`src/rtl/alu_issue_arbiter.sv`:
```
`default_nettype none
// ============================================================================
// alu_issue_arbiter : two-port ALU issue arbiter, one-deep issue register,
//                     port-0 priority with a port-1 starvation guard.
// Optional macro ALU_ARB_PERF_EN adds saturating grant/conflict counters.
// Revision 1.0
// ============================================================================
module alu_issue_arbiter #(
  parameter int PAYLOAD_W    = 160,
  parameter int STARVE_LIMIT = 4
) (
  input  logic                 clk,
  input  logic                 rst,
  input  logic                 stall,
  input  logic                 flush,
  input  logic                 req0_valid,
  output logic                 req0_ready,
  input  logic [PAYLOAD_W-1:0] req0_payload,
  input  logic                 req1_valid,
  output logic                 req1_ready,
  input  logic [PAYLOAD_W-1:0] req1_payload,
  output logic                 issue_valid,
  output logic [PAYLOAD_W-1:0] issue_payload,
`ifdef ALU_ARB_PERF_EN
  output logic [31:0]          grant0_cnt,
  output logic [31:0]          grant1_cnt,
  output logic [31:0]          conflict_cnt,
`endif
  output logic                 issue_src
);

  localparam int CNT_W = $clog2(STARVE_LIMIT + 1);
  localparam logic [CNT_W-1:0] C_STARVE_MAX = CNT_W'(STARVE_LIMIT);

  typedef enum logic [1:0] {
    ST_EMPTY   = 2'd0,
    ST_FULL    = 2'd1,
    ST_RECOVER = 2'd2
  } state_t;

  state_t               state_q, state_d;
  logic [PAYLOAD_W-1:0] payload_q, payload_d;
  logic                 src_q, src_d;
  logic [CNT_W-1:0]     starve_q, starve_d;
  logic                 accept_ok;
  logic                 pick1;
  logic                 grant0;
  logic                 grant1;

  always_ff @(posedge clk or negedge rst) begin
    if (!rst) begin
      state_q   <= ST_EMPTY;
      payload_q <= '0;
      src_q     <= 1'b0;
      starve_q  <= '0;
    end else begin
      state_q   <= state_d;
      payload_q <= payload_d;
      src_q     <= src_d;
      starve_q  <= starve_d;
    end
  end

  always_comb begin
    state_d   = state_q;
    payload_d = payload_q;
    src_d     = src_q;
    starve_d  = starve_q;

    // rst is folded in so ready is low for the whole time reset is held.
    accept_ok = rst && !flush && !stall && (state_q != ST_RECOVER);
    pick1     = req1_valid && (!req0_valid || (starve_q == C_STARVE_MAX));
    grant1    = accept_ok && pick1;
    grant0    = accept_ok && req0_valid && !pick1;

    case (state_q)
      ST_EMPTY: begin
        if (grant0 || grant1) state_d = ST_FULL;
      end
      ST_FULL: begin
        if (!stall) state_d = (grant0 || grant1) ? ST_FULL : ST_EMPTY;
      end
      ST_RECOVER: state_d = ST_EMPTY;
      default:    state_d = ST_EMPTY;
    endcase
    if (flush) state_d = ST_RECOVER;

    if (grant0) begin
      payload_d = req0_payload;
      src_d     = 1'b0;
    end else if (grant1) begin
      payload_d = req1_payload;
      src_d     = 1'b1;
    end

    if (!req1_valid || grant1) begin
      starve_d = '0;
    end else if (grant0 && (starve_q != C_STARVE_MAX)) begin
      starve_d = starve_q + CNT_W'(1);
    end
  end

  assign req0_ready    = grant0;
  assign req1_ready    = grant1;
  assign issue_valid   = (state_q == ST_FULL);
  assign issue_payload = payload_q;
  assign issue_src     = src_q;

`ifdef ALU_ARB_PERF_EN
  logic [31:0] grant0_cnt_q, grant0_cnt_d;
  logic [31:0] grant1_cnt_q, grant1_cnt_d;
  logic [31:0] conflict_cnt_q, conflict_cnt_d;

  always_ff @(posedge clk or negedge rst) begin
    if (!rst) begin
      grant0_cnt_q   <= '0;
      grant1_cnt_q   <= '0;
      conflict_cnt_q <= '0;
    end else begin
      grant0_cnt_q   <= grant0_cnt_d;
      grant1_cnt_q   <= grant1_cnt_d;
      conflict_cnt_q <= conflict_cnt_d;
    end
  end

  always_comb begin
    grant0_cnt_d   = grant0_cnt_q;
    grant1_cnt_d   = grant1_cnt_q;
    conflict_cnt_d = conflict_cnt_q;
    if (grant0 && (grant0_cnt_q != 32'hFFFF_FFFF)) grant0_cnt_d = grant0_cnt_q + 32'd1;
    if (grant1 && (grant1_cnt_q != 32'hFFFF_FFFF)) grant1_cnt_d = grant1_cnt_q + 32'd1;
    if (req0_valid && req1_valid && (grant0 || grant1) &&
        (conflict_cnt_q != 32'hFFFF_FFFF)) begin
      conflict_cnt_d = conflict_cnt_q + 32'd1;
    end
  end

  assign grant0_cnt   = grant0_cnt_q;
  assign grant1_cnt   = grant1_cnt_q;
  assign conflict_cnt = conflict_cnt_q;
`endif

endmodule
`default_nettype wire

```
`config.mk`:
```
export PLATFORM = sky130hd
export DESIGN_NAME = alu_issue_arbiter
export DESIGN_NICKNAME = d
export VERILOG_FILES = /design/src/rtl/alu_issue_arbiter.sv
export SDC_FILE = /design/constraint.sdc
export NUM_CORES = 1
export LEC_CHECK = 0
export CAP_MARGIN = 20
export CORE_AREA = 10 10 182 184
export CTS_CLUSTER_SIZE = 40
export DETAILED_ROUTE_END_ITERATION = 10
export DIE_AREA = 0 0 192 194
export PLACE_DENSITY = 0.7
export SETUP_SLACK_MARGIN = 0.15
export SLEW_MARGIN = 20
export SYNTH_ARGS = -nofsm -noshare
export SYNTH_HDL_FRONTEND = slang
export SYNTH_SLANG_ARGS = --single-unit
```
`constraint.sdc`:
```
create_clock -name clk -period 2.1 [get_ports clk]
set_input_delay 0.525 -clock clk [delete_from_list [all_inputs] [get_ports clk]]
set_output_delay 0.525 -clock clk [all_outputs]
set_load 0.1 [all_outputs]
```
* After elaboration in Yosys (flattened, before gate mapping) *
Cells that the tools add are included.

word-level totals
  register bits after elaboration = 166
  latch bits = 0
  memory bits (writable) = 0
  ROM bits = 0
  bits of input ports = 326
  output and inout port bits = 164
  word-level logic and storage cells = 42
  memories = 0

operators by class
  add/sub/neg operators = 1
  multipliers = 0
  div/mod/pow operators = 0
  order comparisons = 0
  equal/unequal tests = 6
  shift operators = 0
  muxes and demuxes = 11
  bitwise gates (word level) = 0
  reductions and logical operators = 20

operators by type and width
  cell                                                                    number
  160-bit 2-to-1 mux                                                      2
  3-bit != test (second input constant)                                   3
  1-bit logical AND                                                       8
  2-bit 2-to-1 mux                                                        3
  3-bit 2-to-1 mux                                                        2
  1-bit zero test                                                         5
  2-bit one-hot mux with 2 select lines                                   1
  2-bit nonzero test                                                      2
  3-bit by 1-bit adder with 3-bit output (second input constant)          1
  3-bit equality test (second input constant)                             1
  1-bit logical OR                                                        3
  1-bit 2-to-1 mux                                                        3
  2-bit by 1-bit equality test with 1-bit output (second input constant)  1
  2-bit zero test                                                         1
  2-bit != test (second input constant)                                   1
  2-bit AND reduction                                                     1

* Longest topological paths before layout *
Gate-level depths: netlist of run 1.

  word-level depth = 11
  gate-level depth with buffers = 8
  gate-level depth less buffers = 5

* Worst setup path after synthesis of run 1 *
Ideal clock, no wire load.

  path type = input port to output port
  start = input port req0_valid
  end = output port req1_ready
  arrival = 2.533 ns
  data required time = 1.575 ns
  slack = -0.958 ns
  cell stages on the path = 6
  path buffers = 3
  cell sequence = buf_2 > a21boi_0 > buf_2 > buf_4 > nand2b_1 > nor2_1

on the way
  word-level cells in the longest chain between the ends = 4

ends and longest elaborated chain
  what                RTL line  RTL
  start: declaration  16        input logic req0_valid,
  1-bit zero test     72        pick1 = req1_valid && (!req0_valid || (starve_q == C_STARVE_MAX));
  1-bit logical OR    72
  1-bit logical AND   72
  1-bit logical AND   73        grant1 = accept_ok && pick1;
  end: declaration    20        output logic req1_ready,

No other way between the ends.

* Worst setup path in the final report of run 1 *
  start = register starve_q[0]
  end = output port req0_ready

on the way
  word-level cells in the longest chain between the ends = 5

ends and longest elaborated chain
  what                      RTL line  RTL
  start: declaration        44        logic [CNT_W-1:0] starve_q, starve_d;
  start signal: assignment  60        starve_q <= starve_d;
  3-bit equality test       72
  1-bit logical OR          72
  1-bit logical AND         72
  1-bit zero test           74        grant0 = accept_ok && req0_valid && !pick1;
  1-bit logical AND         74
  end: declaration          17        output logic req0_ready,

No other way between the ends.

==> results of run 1 <==
==> logic make-up (layout without fill, tap and decap cells) <==
kind of cell,Yosys count,count (layout)
adders and majority gates,2,2
AOI/OAI and AO/OA,329,329
and+or+nand+nor,303,303
other,0,1
buffers and inverters,112,567
DFF,166,166
==> cell type report <==
cell class                 count  share of cell area
timing repair buffer         531               0.351
multi-input combinational    634               0.290
sequential                   166               0.285
tap                          390              0.0335
clock buffer                  20              0.0299
clock inverter                12             0.00969
inverter                       4             0.00103
antenna                        1            0.000172
==> worst max-delay path: cells and delay by family (launching register included) <==
kind,cells,cell delay (ns)
DFF,1,0.39
adders and majority gates,1,0.17
and+or+nand+nor,2,0.36
AOI/OAI and AO/OA,1,0.14
buffers and inverters,2,0.25
==> cell usage after synthesis <==
library cell	instances	share of area
nand4_1	2	0.0015
a311o_1	1	0.0012
or2_2	1	0.00073
o21ai_0	3	0.0018
nor2_4	1	0.0013
nand2_1	247	0.11
nand2b_1	40	0.029
buf_4	15	0.013
o31ai_1	1	0.00088
ha_1	2	0.0029
o32ai_1	38	0.039
a22o_1	122	0.13
nor3b_2	1	0.0015
nor2_1	1	0.00044
nor4b_1	1	0.0010
a211oi_1	1	0.00088
nor2b_1	2	0.0015
a2bb2oi_1	38	0.039
nand4b_1	1	0.0010
o22ai_1	122	0.089
nor3_1	1	0.00059
buf_1	4	0.0018
nand3_1	1	0.00059
a21oi_1	2	0.0012
dfrtp_1	166	0.49
clkbuf_1	53	0.023
inv_1	4	0.0018
or3b_1	1	0.0010
a21boi_0	1	0.00088
buf_2	36	0.021
and3_1	3	0.0022
==> timing repair <==
| action | CTS | global route |
|---|---|---|
| setup buffers | 5 | 2 |
| gates cloned | 0 | 1 |
| hold buffers | 1 | 0 |
| resized for setup | 7 | 46 |
| pin swaps | 3 | 32 |
| setup endpoints to repair | 2 | 4 |
| hold endpoints to repair | 1 | 0 |
==> registers in the layout (all words and copies together), names as in the netlist <==
signal and flops:
state_q 2, starve_q 3, issue_src 1, issue_payload 160
==> path summary, 6_finish.rpt <==
check                                   from           endpoint  slack, ns
min reg2reg                issue_payload[31]  issue_payload[31]       0.51
min in group clk                       flush         state_q[1]       0.50
max                              starve_q[0]         req0_ready      -0.14
min                                      rst  issue_payload[25]       0.29
max reg2reg                      starve_q[0]  issue_payload[49]       0.04
max in group asynchronous                rst  issue_payload[93]       1.26
==> layer usage <==
metal	part of all wire	wire length, um	vias up	global-route usage
met1	0.39	15000	4438	0.230
met3	0.099	3860	38	0.0647
li1	-	-	4259	-
met2	0.49	19100	423	0.325
met5	0	0	-	0
met4	0.022	838	0	0.0555
==> power by group <==
part           internal [mW]  leakage, nW  switching, mW
clock network           1.77        0.264           1.37
logic                   2.19         3.93           6.27
registers               3.87         2.05          0.424
total                   7.83         6.24           8.07
==> metrics by stage <==
| step | hold slack [ns] | TNS (ns) |
|---|---|---|
| 4_1_cts | 0.359 | -0.272 |
| 3_5_place_dp | 0.312 | -26.23 |
| 5_1_grt | 0.335 | -0.935 |
| 2_1_floorplan | 0.229 | -0.221 |
| 6_report | 0.286 | -0.263 |
| 3_3_place_gp | 0.314 | -24.71 |
==> impl_metrics.py, run 1 <==
metrics = {
    "sta": {
        "tightest_slew_ns": 0.702,
        "finalClockSkew_ns": 0.0132,
        "rsz0062_at_grt": "true",
        "worst_slack_ns": -0.144,
        "slew_headroom": 0.532,
        "slew_viol_final": 0,
        "max_freq_mhz": 446,
        "final_hold_viol_count": 0,
        "setup_viol_count_final": 2,
        "fin_crit_sh": 1.07,
        "final.min_clock_period_ns": 2.24,
    },
    "place": {
        "hpwlAfterDp_mm": 28.0,
        "gp_congestion": 0.887,
        "placed_area_um2": 13600,
        "place_ws_ns": -0.321,
        "dp.cells": 1716,
        "place.port_buffers": 489,
    },
    "global_routing": {
        "grt_pass1_vias": 9287,
        "grt_use_total": 0.194,
        "antenna_found_initial": 1,
        "grt_pass1_wl_mm": 57.2,
        "overflow": 0,
        "grt_max_degree": 117,
    },
    "cells_and_area": {
        "design_area_um2": 14600,
        "ff_latch_area_um2": 4150,
        "final_cell_mix": "clkdlybuf4s50_1, nand2_1, buf_4",
        "multi_input_area_um2": 4230,
        "syn2layout_area_growth_pct": 70.7,
        "drive_gt1_frac": 0.201,
        "layout_commonest_cell": "clkdlybuf4s50_1",
        "layout.nets": 1682,
        "fillerInstances": 2696,
        "final_util": 0.496,
        "final_cells": 1758,
    },
    "routing": {
        "viasPerCell": 5.21,
        "postRouteAntennaNets": 0,
        "drtPass1Iterations": 4,
        "routed_wl_mm": 38.8,
        "route.detailed.drc": 0,
        "wire_per_inst_um": 22.1,
        "vias": 9158,
        "drt_iter0_markers": 452,
    },
    "clock_tree": {
        "cts-root-buf": "clkbuf_16",
        "clk_pin_slew_worst_paths_ns": 0.06,
        "htree_levels": 4,
        "cts.sinks": 166,
        "tritoncts": "built",
        "clockBufferDepth": 2,
        "clk_latency_ns": 0.42,
        "cts_buffers": 17,
    },
    "critical_path": {
        "startpoint_type": "flop",
        "crit_type": "flop to output pin",
        "arrival_ns": 1.72,
        "r2r_cells": 9,
        "critical_path.max_stage_delay_ns": 0.39,
        "cp_max_fo": 3,
        "endpoint_kind": "output pin",
        "path_cells": "inv_2, ha_4, a21boi_4, nand2b_4, and3_4, buf_12",
        "crit_required_ns": 1.57,
        "crit_slowest_cell": "dfrtp_1",
    },
    "worst_hold_path": {
        "min_path_type": "primary input to asynchronous set/reset pin",
    },
    "yosys": {
        "synthAdderAreaFrac": 0.00293,
        "synth_cell_types": 31,
        "syn_area_um2": 8550,
        "synth-seq-cells": 166,
        "syn_inst": 912,
        "synth_top_family_by_area": "compound AO/OA/AOI/OAI gates",
        "synth_compound_area_frac": 0.299,
        "yosys.area_share.simple": 0.151,
        "yosys.area_share.xor_xnor": 0,
        "synth-seq-area-share": 0.486,
        "synth_area_per_cell_um2": 9.37,
        "yosysWarnings": 0,
        "synth.mux.area_fraction": 0,
        "syn-num-nets": 1240,
    },
    "floorplan": {
        "initial_core_util": 0.291,
        "io_pins": 490,
        "die_h_um": 194,
        "die_width_um": 192,
        "die_area_um2": 37200,
        "core_area_um2": 29400,
        "placementRows": 63,
    },
    "power": {
        "peakVddDrop_uv": 696,
        "power_density_nw_per_um2": 1090,
        "total_power_mw": 15.9,
        "p_leak_nw": 6.24,
    },
    "run": {
        "max_cap_viol_count": 0,
    },
    "run_status": {
        "violations": "negative setup slack",
        "status": "complete, but fails checks",
    },
}
(Power assumes the default switching activity.)
==> run 2, diff against run 1 <==
--- a/config.mk
+++ b/config.mk
@@ -6,11 +6,13 @@
 export NUM_CORES = 1
 export LEC_CHECK = 0
 export CAP_MARGIN = 20
-export CORE_AREA = 10 10 182 184
+export CELL_PAD_IN_SITES_DETAIL_PLACEMENT = 0
+export CELL_PAD_IN_SITES_GLOBAL_PLACEMENT = 1
+export CORE_MARGIN = 10
+export CORE_UTILIZATION = 27
 export CTS_CLUSTER_SIZE = 40
 export DETAILED_ROUTE_END_ITERATION = 10
-export DIE_AREA = 0 0 192 194
-export PLACE_DENSITY = 0.7
+export PLACE_DENSITY = 0.86
 export SETUP_SLACK_MARGIN = 0.15
 export SLEW_MARGIN = 20
 export SYNTH_ARGS = -nofsm -noshare
==> run 2 against run 1 <==
  * Critical endpoint unchanged
  * Non-clock buffer count decreased by 2
  * Power about the same
  * Worst setup slack improved by 0.030 ns
  * Clock skew is 0.0026 ns lower
  * The flow still finishes with violations (negative setup slack)
==> impl_metrics.py, run 2 (same netlist as run 1, synthesis figures left out) <==
metrics = {
    "routing": {
        "wl_met1_mm": 15.3,
        "drt_iter0_markers": 528,
        "wl_met3_mm": 3.74,
        "routed_wl_mm": 38.8,
        "viasPerCell": 5.18,
        "postRouteAntennaNets": 0,
        "route.detailed.drc": 0,
        "drtPass1Iterations": 5,
        "wl_met2_mm": 18.9,
        "top_layer": "met4",
        "wire_per_inst_um": 22.0,
        "vias": 9136,
    },
    "global_routing": {
        "grt_pass1_wl_mm": 57.6,
        "overflow": 0,
        "grt_use_total": 0.187,
        "grt_pass1_vias": 9315,
        "grt_max_degree": 167,
        "antenna_found_initial": 0,
    },
    "worst_hold_path": {
        "min_path_type": "primary input to asynchronous set/reset pin",
    },
    "sta": {
        "max_freq_mhz": 452,
        "rsz0062_at_grt": "true",
        "worst_slack_ns": -0.114,
        "hold-worst-slack_ns": 0.380,
        "setup_viol_count_final": 2,
        "final_hold_viol_count": 0,
        "finalSetupTns_ns": -0.210,
        "finalClockSkew_ns": 0.0106,
        "final.min_clock_period_ns": 2.21,
        "slew_headroom": 0.373,
        "slew_viol_final": 0,
        "fin_crit_sh": 1.05,
        "tightest_slew_ns": 0.941,
    },
    "place": {
        "place_ws_ns": -0.321,
        "place.port_buffers": 489,
        "hpwlAfterDp_mm": 27.2,
        "placed_area_um2": 13600,
        "gp_congestion": 0.838,
    },
    "run_status": {
        "status": "complete, but fails checks",
        "violations": "negative setup slack",
    },
    "run": {
        "max_cap_viol_count": 0,
    },
    "clock_tree": {
        "tritoncts": "built",
        "clockBufferDepth": 2,
        "cts.sinks": 166,
        "htree_levels": 4,
        "cts-root-buf": "clkbuf_16",
        "cts_buffers": 17,
        "clk_pin_slew_worst_paths_ns": 0.07,
        "clk_latency_ns": 0.43,
    },
    "critical_path": {
        "cp_max_fo": 2,
        "crit_start": "flush",
        "path_cells": "dlygate4sd2_1, or3b_4, nor2_4, and3_4, buf_12",
        "r2r_slack_ns": 0.21,
        "crit_slowest_cell": "or3b_4",
        "crit_required_ns": 1.57,
        "crit_type": "primary input to output pin",
        "arrival_ns": 1.69,
        "timing.rr.end": "issue_payload[104]",
        "startpoint_type": "primary input",
        "endpoint_kind": "output pin",
        "crit_path_end": "req0_ready",
        "critical_path.max_stage_delay_ns": 0.42,
        "r2r-start": "starve_q[0]",
        "r2r_cells": 8,
    },
    "cells_and_area": {
        "design_area_um2": 14300,
        "ff_latch_area_um2": 4150,
        "final_util": 0.457,
        "multi_input_area_um2": 3980,
        "fillerInstances": 2969,
        "syn2layout_area_growth_pct": 67.7,
        "drive_gt1_frac": 0.186,
        "final_cell_mix": "clkdlybuf4s50_1, nand2_1, buf_4",
        "layout.nets": 1680,
        "n_antenna_cell": 0,
        "largest_reg_flops": 160,
        "layout_commonest_cell": "clkdlybuf4s50_1",
    },
    "power": {
        "peakVddDrop_uv": 675,
        "p_leak_nw": 6.20,
        "power_density_nw_per_um2": 1110,
    },
    "floorplan": {
        "core_area_um2": 31400,
        "placementRows": 65,
        "io_pins": 490,
        "die_h_um": 198,
        "die_width_um": 198,
        "die_area_um2": 39200,
        "initial_core_util": 0.272,
    },
}
==> run 2: through the flow <==
step,cells,power [mW]
2_1_floorplan,912,10.3
3_3_place_gp,1726,12.7
3_5_place_dp,1726,12.7
4_1_cts,1760,16.0
5_1_grt,1764,16.5
6_report,1764,15.9
==> run 2: where the power goes <==
group | leakage, nW | internal [mW] | total, mW | switching [mW]
combinational | 3.88 | 2.15 | 8.36 | 6.21
clock | 0.268 | 1.85 | 3.22 | 1.37
sequential | 2.05 | 3.87 | 4.31 | 0.441
total | 6.20 | 7.88 | 15.9 | 8.02
==> run 2: worst min path at each step <==
stage / from / endpoint / slack [ns] / cells past startpoint
floorplan: rst / issue_payload[0] / 0.23 / 0
global placement: state_q[1] / state_q[0] / 0.48 / 1
detailed placement: state_q[1] / state_q[0] / 0.49 / 1
CTS: req1_valid / starve_q[1] / 0.43 / 3
global route: req1_valid / starve_q[0] / 0.42 / 3
finish: rst / issue_payload[157] / 0.38 / 3
==> run 2: per-layer routing <==
metal	GRT usage	up-vias
met5	0	-
met4	0.0567	0
li1	-	4242
met2	0.309	428
met1	0.225	4418
met3	0.0645	48
==> run 2: area by class of cell <==
cell class | count | share of cell area
Timing Repair Buffer | 529 | 0.357
Sequential cell | 166 | 0.290
Multi-Input combinational cell | 634 | 0.278
Tap cell | 402 | 0.0351
Clock buffer | 20 | 0.0305
Clock inverter | 9 | 0.00916
Inverter | 4 | 0.00105
==> run 2: worst max-delay path, delay by kind of cell <==
kind	cells	cell delay, ns
and+or+nand+nor	3	0.74
buffers and inverters	2	0.41
==> run 2: repair_timing <==
item | 4_1_cts | 5_1_grt
gates cloned | 0 | 2
pin swaps | 4 | 1
hold buffers | 0 | 0
setup endpoints to repair | 2 | 37
setup buffers | 5 | 2
gates resized for setup | 6 | 13
